[config.mk]
export PLATFORM = sky130hd
export DESIGN_NAME = usb_tx
export DESIGN_NICKNAME = d
export VERILOG_FILES = /design/src/rtl/usb_tx.sv
export SDC_FILE = /design/constraint.sdc
export NUM_CORES = 1
export LEC_CHECK = 0
export BUFFER_PORTS_ARGS = -buffer_cell sky130_fd_sc_hd__buf_2
export CAP_MARGIN = 20
export CORE_AREA = 2 2 78 87
export DETAILED_ROUTE_END_ITERATION = 12
export DIE_AREA = 0 0 80 89
export HOLD_SLACK_MARGIN = 0.08
export PLACE_DENSITY = 0.76
export SLEW_MARGIN = 0
export SYNTH_ARGS = -nofsm -noshare
export SYNTH_HDL_FRONTEND = slang
export SYNTH_SLANG_ARGS = --single-unit
[constraint.sdc]
create_clock -name clk -period 2.8 [get_ports clk]
set_input_delay 0.14 -clock clk [delete_from_list [all_inputs] [get_ports clk]]
set_output_delay 0.14 -clock clk [all_outputs]
set_load 0.01 [all_outputs]
[src/rtl/usb_tx.sv]
// USB full-speed packet transmitter: SYNC, PID, payload, CRC16, EOP with NRZI and bit stuffing.
// Build option USB_TX_ERROR_EN: illegal or oversize requests raise tx_error and are dropped.
//
// state   | meaning
// IDLE    | line J, sampling tx_packet
// SYNC    | shifting out 8'h80
// PID     | shifting out {~pid, pid}
// DATA    | shifting out payload bytes popped from the buffer
// CRC     | shifting out complemented CRC16, bit 15 first
// EOP_SE0 | two bit times of SE0
// EOP_J   | one bit time of J, then back to IDLE
module usb_tx #(
   parameter int CLKS_PER_BIT = 8,
   parameter int MAX_PAYLOAD  = 64
) (
   input  logic       clk,
   input  logic       n_rst,
   input  logic [2:0] tx_packet,
   input  logic [6:0] buffer_occupancy,
   input  logic [7:0] tx_packet_data,
   output logic       get_tx_packet_data,
   output logic       tx_transfer_active,
   output logic       tx_error,
   output logic       dplus_out,
   output logic       dminus_out
);
   localparam int CW = (CLKS_PER_BIT > 1) ? $clog2(CLKS_PER_BIT) : 1;
   localparam int LW = $clog2(MAX_PAYLOAD + 1);
   localparam logic [CW-1:0] CNT_LAST = CW'(CLKS_PER_BIT - 1);
   localparam logic [LW-1:0] LEN_MAX  = LW'(MAX_PAYLOAD);

   typedef enum logic [2:0] {IDLE, SYNC, PID, DATA, CRC, EOP_SE0, EOP_J} state_t;

   state_t        state;
   logic [CW-1:0] clk_cnt;
   logic [3:0]    bit_idx;
   logic [7:0]    sr;
   logic [3:0]    pid_r;
   logic          handshake;
   logic [LW-1:0] len;
   logic [LW-1:0] byte_cnt;
   logic [15:0]   crc;
   logic [2:0]    ones;

   logic [3:0]    req_pid;
   logic          req_legal;
   logic          req_data;
   logic          oversize;
   logic [LW-1:0] occ_sat;
   logic          start;
   logic          next_bit;
   logic          bit_state;
   logic          adv_eop;
   logic          stuff_now;
   logic          send_bit;
   logic [1:0]    line_nxt;

   function automatic logic [15:0] crc_step(input logic [15:0] c, input logic b);
      return {c[14:0], 1'b0} ^ ((c[15] ^ b) ? 16'h8005 : 16'h0000);
   endfunction

   always_comb begin
      req_pid   = 4'b0000;
      req_legal = 1'b0;
      case (tx_packet)
         3'd1: begin req_pid = 4'b0011; req_legal = 1'b1; end
         3'd2: begin req_pid = 4'b1011; req_legal = 1'b1; end
         3'd3: begin req_pid = 4'b0010; req_legal = 1'b1; end
         3'd4: begin req_pid = 4'b1010; req_legal = 1'b1; end
         3'd5: begin req_pid = 4'b1110; req_legal = 1'b1; end
         default: ;
      endcase
   end

   assign req_data = (tx_packet == 3'd1) || (tx_packet == 3'd2);
   assign oversize = int'(buffer_occupancy) > MAX_PAYLOAD;
   assign occ_sat  = oversize ? LEN_MAX : LW'(buffer_occupancy);

`ifdef USB_TX_ERROR_EN
   logic req_bad;
   logic err_q;
   assign start    = req_legal && !(req_data && oversize);
   assign req_bad  = (tx_packet[2:1] == 2'b11) || (req_data && oversize);
   assign tx_error = err_q;
`else
   assign start    = req_legal;
   assign tx_error = 1'b0;
`endif

   // Bit that the next advance will put on the line (IDLE: first SYNC bit)
   always_comb begin
      next_bit = 1'b0;
      case (state)
         SYNC:    next_bit = (bit_idx == 4'd7) ? pid_r[0] : sr[1];
         PID:     next_bit = (bit_idx != 4'd7) ? sr[1] :
                             (len == '0) ? ~crc[15] : tx_packet_data[0];
         DATA:    next_bit = (bit_idx != 4'd7) ? sr[1] :
                             (byte_cnt == len) ? ~crc[15] : tx_packet_data[0];
         CRC:     next_bit = ~crc[4'd14 - bit_idx];
         default: next_bit = 1'b0;
      endcase
   end

   assign bit_state = (state == SYNC) || (state == PID) || (state == DATA) || (state == CRC);
   assign adv_eop   = ((state == PID) && (bit_idx == 4'd7) && handshake) ||
                      ((state == CRC) && (bit_idx == 4'd15));
   assign stuff_now = bit_state && (ones == 3'd6);
   assign send_bit  = bit_state && !adv_eop;
   assign line_nxt  = next_bit ? {dplus_out, dminus_out} : {~dplus_out, ~dminus_out};

   always_ff @(posedge clk or negedge n_rst) begin
      if (!n_rst) begin
         state              <= IDLE;
         clk_cnt            <= '0;
         bit_idx            <= '0;
         sr                 <= '0;
         pid_r              <= '0;
         handshake          <= 1'b0;
         len                <= '0;
         byte_cnt           <= '0;
         crc                <= '0;
         ones               <= '0;
         get_tx_packet_data <= 1'b0;
         tx_transfer_active <= 1'b0;
         dplus_out          <= 1'b1;
         dminus_out         <= 1'b0;
`ifdef USB_TX_ERROR_EN
         err_q              <= 1'b0;
`endif
      end else begin
         get_tx_packet_data <= 1'b0;
`ifdef USB_TX_ERROR_EN
         err_q              <= 1'b0;
`endif
         if (state == IDLE) begin
            clk_cnt <= '0;
            bit_idx <= '0;
            ones    <= '0;
            if (start) begin
               state                   <= SYNC;
               tx_transfer_active      <= 1'b1;
               sr                      <= 8'h80;
               pid_r                   <= req_pid;
               handshake               <= !req_data;
               len                     <= occ_sat;
               {dplus_out, dminus_out} <= line_nxt;
            end
`ifdef USB_TX_ERROR_EN
            else if (req_bad) begin
               err_q <= 1'b1;
            end
`endif
         end else if (clk_cnt != CNT_LAST) begin
            clk_cnt <= clk_cnt + CW'(1);
         end else begin
            clk_cnt <= '0;
            if (stuff_now) begin
               // Stuffed zero: line toggles, packet position does not move
               {dplus_out, dminus_out} <= {~dplus_out, ~dminus_out};
               ones                    <= '0;
            end else begin
               if (send_bit) begin
                  {dplus_out, dminus_out} <= line_nxt;
                  ones                    <= next_bit ? ones + 3'd1 : 3'd0;
               end
               case (state)
                  SYNC: begin
                     if (bit_idx == 4'd7) begin
                        state   <= PID;
                        sr      <= {~pid_r, pid_r};
                        bit_idx <= '0;
                        crc     <= 16'hFFFF;
                     end else begin
                        sr      <= sr >> 1;
                        bit_idx <= bit_idx + 4'd1;
                     end
                  end
                  PID, DATA: begin
                     if (bit_idx != 4'd7) begin
                        sr      <= sr >> 1;
                        bit_idx <= bit_idx + 4'd1;
                        if (state == DATA) crc <= crc_step(crc, sr[1]);
                     end else begin
                        bit_idx <= '0;
                        if (state == PID && handshake) begin
                           state                   <= EOP_SE0;
                           {dplus_out, dminus_out} <= 2'b00;
                        end else if ((state == PID && len == '0) ||
                                     (state == DATA && byte_cnt == len)) begin
                           state <= CRC;
                        end else begin
                           state              <= DATA;
                           sr                 <= tx_packet_data;
                           get_tx_packet_data <= 1'b1;
                           byte_cnt           <= (state == PID) ? LW'(1) : byte_cnt + LW'(1);
                           crc                <= crc_step(crc, tx_packet_data[0]);
                        end
                     end
                  end
                  CRC: begin
                     if (bit_idx == 4'd15) begin
                        state                   <= EOP_SE0;
                        bit_idx                 <= '0;
                        {dplus_out, dminus_out} <= 2'b00;
                     end else begin
                        bit_idx <= bit_idx + 4'd1;
                     end
                  end
                  EOP_SE0: begin
                     if (bit_idx == 4'd1) begin
                        state                   <= EOP_J;
                        bit_idx                 <= '0;
                        {dplus_out, dminus_out} <= 2'b10;
                     end else begin
                        bit_idx <= bit_idx + 4'd1;
                     end
                  end
                  EOP_J: begin
                     state              <= IDLE;
                     tx_transfer_active <= 1'b0;
                  end
                  default: state <= IDLE;
               endcase
            end
         end
      end
   end
endmodule

==> results.ini, run 1 <==
[outcome]
status=finished, final reports clean

[logic_synthesis]
yosysWarnings=0
synthArstFlopShare=1.000
synth_edf_count=0
avgSynthCellArea_sq_um=9.059
synth_area_leaders=dfrtp_1 40%, nand2_1 5.9%, o21ai_0 4.3%, ha_1 3.8%, nand3_1 3.0%
synth.cell_area_sq_um=3623
synth_ff_type=dfrtp_1
seq_area_frac_synth=0.4078
yosysTopAreaCellShare=0.4006
synth_cell_types=68
synthesis.nets=431
netlist_instances=400
ys_ff_latch=59
synth_top_cell_by_area=dfrtp_1

[global_routing]
antenna_found_initial=0
first_global_vias=2894
grt_use_total=0.2498
grt_pass1_wl_microns=13660
grt-ovfl-total=0
grt_start_max_net_pins=35

[power]
p_per_area_nw_per_um2=1015
ir_drop_mv=0.6223
p_leak_nw=1.800

[worst_setup_path]
worstPathMaxFanout=6
start_kind=flop
slowest_stage=dfrtp_1
cp_num_buf_inv=0
crit_chain=ha_1 -> xor2_1 -> mux4_2 -> a31oi_1 -> nand4_1 -> and3_1 -> nor4b_1 -> a211o_1
critPathRequiredTime_ns=3.08
ff2ff_path_depth=8
worstPathArrival_ns=2.74
r2r_slack_ns=0.34
cpPeakStageDelay_ns=0.44
worstSetupPathType=flop to flop
r2r-start=bit_idx[0]
setup.worst_path.end_class=flop
crit_family=simple AND/OR/NAND/NOR gates
rr_endpoint=ones[2]

[drt]
drt-vias-per-instance=5.996
drt-total-wl_microns=8315
drc=0
vias=3076
first_iter_violations=250
ant_nets=0
wl_per_cell_microns=16.21
drtPass1Iterations=4

[min_path]
min_path_type=input pin to flop
hp-start=tx_packet[1]
whs_path_depth=2
hold_end=pid_r[2]

[clock_tree]
ctsHtreeMaxLevel=3
cts_buffers=9
clock_path_buffers=2
clock_sinks=59
path_clk_slew_ns=0.07
postCtsResizedCells=0
tritoncts=done
cts_root_buf=clkbuf_8
clk_latency_ns=0.35

[floorplanning]
die-area_sq_um=7120
num_rows=30
fp.dieW_microns=80
design.core.area_sq_um=6156
die_y_microns=89
start_util=0.5886
ios=25

[final_layout]
antennaDiodeCount=0
final.fill_count=518
multiInputGateArea_sq_um=1917
ff_latch_area_sq_um=1478
layout-drive-gt1-share=0.1524
layout_common_cells=58 x dfrtp_1, 57 x nand2_1, 31 x o21ai_0
layout_commonest_cell=dfrtp_1
area_growth_pct=11.29
nNetsFinal=460
layout.cells.non_filler=513
post-route-util=0.6551

[placed_design]
dp.cells=490
dpl.hpwl_microns=5962
gp_congestion=0.9669
portBuffers=23

[sta]
layout_min_cycle_time_ns=2.462
slew_headroom=0.4056
finalClockSkew_ns=0.01023
worstMarginPinSlew_ns=0.8863
finalCritPeriodShare=0.8794
setup_viol_count_final=0
fmax_mhz=406.1
rsz0062_at_grt=false
finalSetupTns_ns=0
hold_viol=0
slew_violations=0

[run]
max-cap-violations=0

-- flip-flops by register name (all words and copies together) (netlist names), 3 cells and up --
signal    flops
state         3
ones          3
byte_cnt      7
sr            7
bit_idx       4
len           7
pid_r         4
crc          16
clk_cnt       3
-- repair_timing --
| action | CTS | global route |
|---|---|---|
| endpoints found under the hold margin | 31 | 0 |
| endpoints found under the setup margin | 0 | 0 |
| setup buffers | 0 | 0 |
| hold buffers | 8 | 0 |
-- final cells by class --
| cell class | instances | share of cell area |
|---|---|---|
| clock buffer | 9 | 0.03072 |
| multi-input combinational | 297 | 0.4753 |
| inverter | 19 | 0.01769 |
| clock inverter | 6 | 0.01427 |
| sequential | 59 | 0.3664 |
| timing repair buffer | 43 | 0.07074 |
| tap | 80 | 0.02482 |
-- layer usage --
metal  part of all wire  track usage  vias up
met5                  0            0        -
met4              0.032       0.1387        0
met3              0.042      0.03737       21
met2               0.50       0.4114       79
met1               0.43       0.3182     1470
li1                   -            -     1506
-- stage by stage --
stage / instance area (sq um) / hold WS [ns] / total power [W] / worst slack [ns]
after global placement: 3771 / 0.1733 / 0.003259 / 0.4346
after global routing: 4033 / 0.1170 / 0.004404 / 0.1211
after CTS: 4033 / 0.08917 / 0.004081 / 0.3373
after floorplan: 3623 / -0.1556 / 0.002835 / 0.5262
after detailed placement: 3771 / 0.1688 / 0.003327 / 0.3572
final: 4033 / 0.09663 / 0.004092 / 0.3376
-- synth_stat cells (8+ instances only) --
cell,n
nor2_1,26
o21ai_0,31
nand2_1,57
nand3b_1,8
o31ai_1,9
a21oi_1,18
xnor2_1,8
buf_2,9
inv_1,17
ha_1,11
dfrtp_1,58
nand3_1,22
-- how the worst max path moves through the flow --
stage	startpoint	endpoint	slack, ns	depth (start not counted)
final	bit_idx[0]	ones[2]	0.34	8
after global routing	bit_idx[0]	ones[2]	0.12	8
after CTS	bit_idx[0]	ones[2]	0.34	8
after detailed placement	bit_idx[0]	ones[2]	0.36	8
after global placement	bit_idx[0]	ones[2]	0.43	8
after floorplan	bit_idx[0]	ones[2]	0.53	9
-- power by group --
group	total, W	switching, W	internal, W	leakage [nW]
Clock	0.000737	0.000338	0.000399	0.0946
Combinational	0.00192	0.00114	0.000779	0.947
Sequential	0.00144	0.000296	0.00114	0.758
-- logic make-up after synthesis --
family,count (synthesis),synth area share
adders and majority gates,11,0.03798
other,1,0.001035
DFF,59,0.4078
muxes,8,0.03902
AOI/OAI and AO/OA,113,0.2086
xor gates and xnor gates,13,0.03142
and+or+nand+nor,151,0.2093
buffers and inverters,44,0.06492
No activity file was read; power rests on OpenSTA's default activity.
==> run 2, diff against run 1 <==
--- a/config.mk
+++ b/config.mk
@@ -8,7 +8,7 @@
 export BUFFER_PORTS_ARGS = -buffer_cell sky130_fd_sc_hd__buf_2
 export CAP_MARGIN = 20
-export CORE_AREA = 2 2 78 87
+export CORE_AREA = 2 2 104 66
 export DETAILED_ROUTE_END_ITERATION = 12
-export DIE_AREA = 0 0 80 89
+export DIE_AREA = 0 0 106 68
 export HOLD_SLACK_MARGIN = 0.08
 export PLACE_DENSITY = 0.76
==> constraint.sdc (replaced) <==
create_clock -name clk -period 2.8 [get_ports clk]
set_input_delay 0.56 -clock clk [delete_from_list [all_inputs] [get_ports clk]]
set_output_delay 0.56 -clock clk [all_outputs]
set_load 0.01 [all_outputs]
==> run 2 against run 1 <==
Critical path depth unchanged. Combinational power down 2%. Worst setup slack worse by 0.15 ns. Utilization down 2.4 points. Largest cell class unchanged. Count of clock-buffer cells in the layout up 2. Register-to-register slack worse by 0.15 ns. Power up 5.2%. Non-clock buffer count down 9. Clock skew about the same.
==> results.ini, run 2 (synthesis results as in run 1) <==
[placed_design]
dpl.hpwl_microns=6136  ; was 5962 microns
portBuffers=23  ; unchanged
placed_area_sq_um=3772  ; was 3771 sq um
dp.cells=496  ; was 490
gp_congestion=0.9263  ; was 0.9669

[clock_tree]
cts_root_buf=clkbuf_8  ; unchanged
clock_sinks=59  ; unchanged
clk_latency_ns=0.34  ; was 0.35 ns
postCtsSetupBuffers=0  ; unchanged
path_clk_slew_ns=0.07  ; about the same
ctsHtreeMaxLevel=3  ; unchanged
ctsHoldBuffers=0  ; was 8
cts_buffers=9  ; unchanged
postCtsResizedCells=0  ; unchanged
clock_path_buffers=2  ; unchanged
tritoncts=done  ; unchanged

[final_layout]
multiInputGateArea_sq_um=1917  ; unchanged
ff_latch_area_sq_um=1478  ; unchanged
layout_commonest_cell=dfrtp_1  ; unchanged
nNetsFinal=451  ; was 460
final_area_sq_um=4014  ; was 4033 sq um
layout_common_cells=58 x dfrtp_1, 57 x nand2_1, 31 x o21ai_0  ; unchanged
layout-drive-gt1-share=0.1529  ; was 0.1524
post-route-util=0.6311  ; was 0.6551
layout.cells.non_filler=512  ; was 513
top_register=crc  ; unchanged
area_growth_pct=10.77  ; was 11.29%
antennaDiodeCount=0  ; unchanged
largest_reg_flops=16  ; unchanged
final.fill_count=514  ; was 518

[worst_setup_path]
r2r_slack_ns=0.19  ; was 0.34 ns
cp.depth=8  ; unchanged
worstPathArrival_ns=2.88  ; was 2.74 ns
worstSetupPathType=flop to flop  ; unchanged
crit_family=simple AND/OR/NAND/NOR gates  ; unchanged
critPathRequiredTime_ns=3.08  ; about the same
ff2ff_path_depth=8  ; unchanged
crit_chain=ha_1 -> xor2_1 -> mux4_2 -> a31oi_1 -> nand4_1 -> and3_1 -> nor4b_1 -> a211o_1  ; unchanged
slowest_stage=dfrtp_1  ; unchanged
worstPathMaxFanout=6  ; unchanged
cpPeakStageDelay_ns=0.45  ; was 0.44 ns
setup.worst_path.end_class=flop  ; unchanged
start_kind=flop  ; unchanged
cp_num_buf_inv=0  ; unchanged

[floorplanning]
num_rows=23  ; was 30
fp.dieW_microns=106  ; was 80 microns
start_util=0.5697  ; was 0.5886
ios=25  ; unchanged
design.core.area_sq_um=6360  ; was 6156 sq um
die_y_microns=68  ; was 89 microns
die-area_sq_um=7208  ; was 7120 sq um

[sta]
rsz0062_at_grt=false  ; unchanged
fmax_mhz=383.4  ; was 406.1 MHz
setup_viol_count_final=0  ; unchanged
hold_viol=0  ; unchanged
finalClockSkew_ns=0.009924  ; was 0.01023 ns
finalSetupTns_ns=0  ; unchanged
layout_min_cycle_time_ns=2.608  ; was 2.462 ns
worstMarginPinSlew_ns=0.7416  ; was 0.8863 ns
slew_violations=0  ; unchanged
finalCritPeriodShare=0.9316  ; was 0.8794
slew_headroom=0.5056  ; was 0.4056

[power]
ir_drop_mv=0.5035  ; was 0.6223 mV
p_per_area_nw_per_um2=1072  ; was 1015 nW/um^2
total_power_w=0.004303  ; was 0.004092 W
p_leak_nw=1.790  ; was 1.800 nW

[global_routing]
grt_use_total=0.2567  ; was 0.2498
grtUsageMet1=0.3869  ; was 0.3182
grt-ovfl-total=0  ; unchanged
grt_start_max_net_pins=60  ; was 35
top_usage_layer=met1  ; was met2
first_global_vias=2789  ; was 2,894
use_met2=0.3589  ; was 0.4114
antenna_found_initial=0  ; unchanged
grt_pass1_wl_microns=14150  ; was 13,660 microns
grt_use_met3=0.06286  ; was 0.03737

[min_path]
min_path_type=input pin to asynchronous set/reset pin  ; was input pin to flop

[drt]
drtPass1Iterations=6  ; was 4
drt-vias-per-instance=6.121  ; was 5.996
wl_per_cell_microns=16.65  ; was 16.21 microns
drc=0  ; unchanged
vias=3134  ; was 3,076
ant_nets=0  ; unchanged
first_iter_violations=372  ; was 250
drt-total-wl_microns=8524  ; was 8315 microns

[outcome]
status=finished, final reports clean  ; unchanged

[run]
max-cap-violations=0  ; unchanged

run 2: per-layer routing:
| layer | vias to the layer above | routed length, microns |
|---|---|---|
| met5 | - | 0 |
| met4 | 0 | 154 |
| met3 | 20 | 793 |
| met2 | 150 | 3476 |
| met1 | 1472 | 4099 |
| li1 | 1492 | - |
run 2: per-stage QoR:
step | hold slack [ns] | setup WS, ns
floorplan | 0.2644 | 0.5262
global placement | 0.4346 | 0.4274
detailed placement | 0.4384 | 0.2890
CTS | 0.3995 | 0.2147
global route | 0.4513 | 0.008501
finish | 0.3700 | 0.1916
run 2: area by class of cell:
type | count | share of cell area
well taps | 87 | 0.02712
repair buffers | 34 | 0.04925
clock buffers | 11 | 0.03522
clock inverters | 5 | 0.02494
inverters | 19 | 0.01777
flip-flops and latches | 59 | 0.3681
multi-input cells | 297 | 0.4776
run 2: worst reg2reg max path: cells and delay by family, from the launching register on:
family	cells	cell delay [ns]
simple gates	3	0.72
xor+xnor	1	0.36
compound gates	2	0.34
mux	1	0.36
flops	1	0.45
fa+ha+maj	1	0.31
run 2: report_power, final:
group | internal (W) | switching [W] | leakage (nW)
clock network | 0.000613 | 0.000336 | 0.123
logic | 0.000753 | 0.00113 | 0.908
registers | 0.00114 | 0.000334 | 0.758
total | 0.00251 | 0.00180 | 1.79
run 2: final timing paths:
path | start | endpoint
setup / recovery | bit_idx[0] | ones[2]
hold / removal | n_rst | state[2]
setup reg to reg | bit_idx[0] | ones[2]
hold reg to reg | clk_cnt[0] | clk_cnt[0]
max in group asynchronous | n_rst | len[5]
min in group clk | clk_cnt[0] | clk_cnt[0]
==> run 3, diff against run 2 <==
--- a/config.mk
+++ b/config.mk
@@ -9,4 +9,5 @@
 export CAP_MARGIN = 20
 export CORE_AREA = 2 2 104 66
+export CTS_BUF_LIST = sky130_fd_sc_hd__clkbuf_16
 export DETAILED_ROUTE_END_ITERATION = 12
 export DIE_AREA = 0 0 106 68
==> constraint.sdc (replaced) <==
create_clock -name clk -period 2.8 [get_ports clk]
set_input_delay 0.56 -clock clk [delete_from_list [all_inputs] [get_ports clk]]
set_output_delay 0.56 -clock clk [all_outputs]
set_load 0.005 [all_outputs]
==> run 3 against run 2 <==
Worst setup slack improved by 0.064 ns. Wire length increased by 3.9%. Register-to-register slack better by 0.06 ns. Global-route usage up 0.53 points. Sequential share of layout area down 0.88 points. Final area rose by 2.5%. Critical path type unchanged. Critical endpoint unchanged.
==> results.ini, run 3 (synthesis results as in run 1) <==
[outcome]
status=finished, final reports clean  ; unchanged

[sta]
hold_viol=0  ; unchanged
finalClockSkew_ns=0.006919  ; was 0.009924 ns
fmax_mhz=393.0  ; was 383.4 MHz
finalSetupTns_ns=0  ; unchanged
slew_violations=0  ; unchanged
rsz0062_at_grt=false  ; unchanged
layout_min_cycle_time_ns=2.545  ; was 2.608 ns
slew_headroom=0.4998  ; was 0.5056
worstMarginPinSlew_ns=0.7503  ; was 0.7416 ns
setup_viol_count_final=0  ; unchanged
finalCritPeriodShare=0.9088  ; was 0.9316

[worst_setup_path]
slowest_stage=dfrtp_1  ; unchanged
start_kind=flop  ; unchanged
worstPathMaxFanout=6  ; unchanged
cpPeakStageDelay_ns=0.45  ; about the same
crit_chain=ha_1 -> xor2_2 -> mux4_2 -> a31oi_1 -> nand4_1 -> and3_1 -> nor4b_1 -> a211o_1  ; was ha_1 -> xor2_1 -> mux4_2 -> a31oi_1 -> nand4_1 -> and3_1 -> nor4b_1 -> a211o_1
worstPathArrival_ns=2.80  ; was 2.88 ns
ff2ff_path_depth=8  ; unchanged
crit_family=simple AND/OR/NAND/NOR gates  ; unchanged
critPathRequiredTime_ns=3.05  ; was 3.08 ns
setup.worst_path.end_class=flop  ; unchanged
worstSetupPathType=flop to flop  ; unchanged
cp.depth=8  ; unchanged
cp_num_buf_inv=0  ; unchanged

[final_layout]
largest_reg_flops=16  ; unchanged
nNetsFinal=451  ; unchanged
layout-drive-gt1-share=0.1529  ; unchanged
layout_common_cells=58 x dfrtp_1, 57 x nand2_1, 31 x o21ai_0  ; unchanged
layout_commonest_cell=dfrtp_1  ; unchanged
top_register=crc  ; unchanged
area_growth_pct=13.50  ; was 10.77%
antennaDiodeCount=0  ; unchanged
layout.cells.non_filler=512  ; unchanged

[drt]
drc=0  ; unchanged
drt-vias-per-instance=6.293  ; was 6.121
wl_per_cell_microns=17.29  ; was 16.65 microns
drtPass1Iterations=5  ; was 6
vias=3222  ; was 3,134
ant_nets=0  ; unchanged
drt-total-wl_microns=8853  ; was 8524 microns
first_iter_violations=363  ; was 372

[placed_design]
dpl.hpwl_microns=6136  ; unchanged
gp_congestion=0.9263  ; unchanged
dp.cells=496  ; unchanged
portBuffers=23  ; unchanged

[global_routing]
grt-ovfl-total=0  ; unchanged
grt_pass1_wl_microns=14470  ; was 14,150 microns
antenna_found_initial=0  ; unchanged
grt_start_max_net_pins=60  ; unchanged
grt_use_total=0.2621  ; was 0.2567
first_global_vias=2878  ; was 2,789

[clock_tree]
ctsHoldBuffers=0  ; unchanged
clock_path_buffers=2  ; unchanged
path_clk_slew_ns=0.05  ; was 0.07 ns
ctsHtreeMaxLevel=3  ; unchanged
postCtsSetupBuffers=0  ; unchanged
cts_root_buf=clkbuf_16  ; was clkbuf_8
clk_latency_ns=0.32  ; was 0.34 ns
tritoncts=done  ; unchanged
postCtsResizedCells=0  ; unchanged
clock_sinks=59  ; unchanged
cts_buffers=9  ; unchanged

[power]
p_per_area_nw_per_um2=1121  ; was 1072 nW/um^2
p_leak_nw=1.834  ; was 1.790 nW
ir_drop_mv=0.4997  ; was 0.5035 mV

[floorplanning]
num_rows=23  ; unchanged
fp.dieW_microns=106  ; unchanged
die-area_sq_um=7208  ; unchanged
die_y_microns=68  ; unchanged
design.core.area_sq_um=6360  ; unchanged
ios=25  ; unchanged
start_util=0.5697  ; unchanged

[run]
max-cap-violations=0  ; unchanged

[min_path]
min_path_type=input pin to asynchronous set/reset pin  ; unchanged

[run 3: path summary, 6_finish.rpt]
kind | start | to | slack [ns]
setup / recovery | bit_idx[0] | ones[2] | 0.26
hold / removal | n_rst | ones[0] | 0.40
setup reg to reg | bit_idx[0] | ones[2] | 0.26
hold reg to reg | clk_cnt[0] | clk_cnt[0] | 0.44
max in group asynchronous | n_rst | sr[7] | 1.91
min in group clk | clk_cnt[0] | clk_cnt[0] | 0.44
[run 3: per-layer routing]
| layer | up-vias | track usage | wire [microns] |
|---|---|---|---|
| li1 | 1497 | - | - |
| met1 | 1542 | 0.3817 | 4092 |
| met2 | 172 | 0.3726 | 3732 |
| met3 | 11 | 0.07714 | 905 |
| met4 | 0 | 0.09211 | 123 |
| met5 | - | 0 | 0 |
[run 3: power breakdown]
part	leakage (nW)	total [W]	internal, W	switching (W)
clock network	0.168	0.00123	0.000858	0.000372
registers	0.758	0.00149	0.00114	0.000342
logic	0.908	0.00189	0.000754	0.00114
[run 3: stage by stage]
step | setup WS (ns) | area [sq um] | power [W] | hold slack (ns) | util
global route | 0.04707 | 4113 | 0.004912 | 0.4675 | 0.6467
floorplan | 0.5262 | 3623 | 0.002828 | 0.2644 | -
CTS | 0.1934 | 4105 | 0.004565 | 0.4323 | 0.6455
finish | 0.2552 | 4113 | 0.004610 | 0.3981 | 0.6467
global placement | 0.4274 | 3772 | 0.003236 | 0.4346 | 0.5932
detailed placement | 0.2890 | 3772 | 0.003301 | 0.4384 | 0.5932
[run 3: final cells by class]
cell class              count  area, sq um
fillers                   496         2247
flip-flops and latches     59         1478
well taps                  87        108.9
repair buffers             34        197.7
inverters                  19        71.32
multi-input cells         297         1924
clock inverters             7        107.6
clock buffers               9        225.2
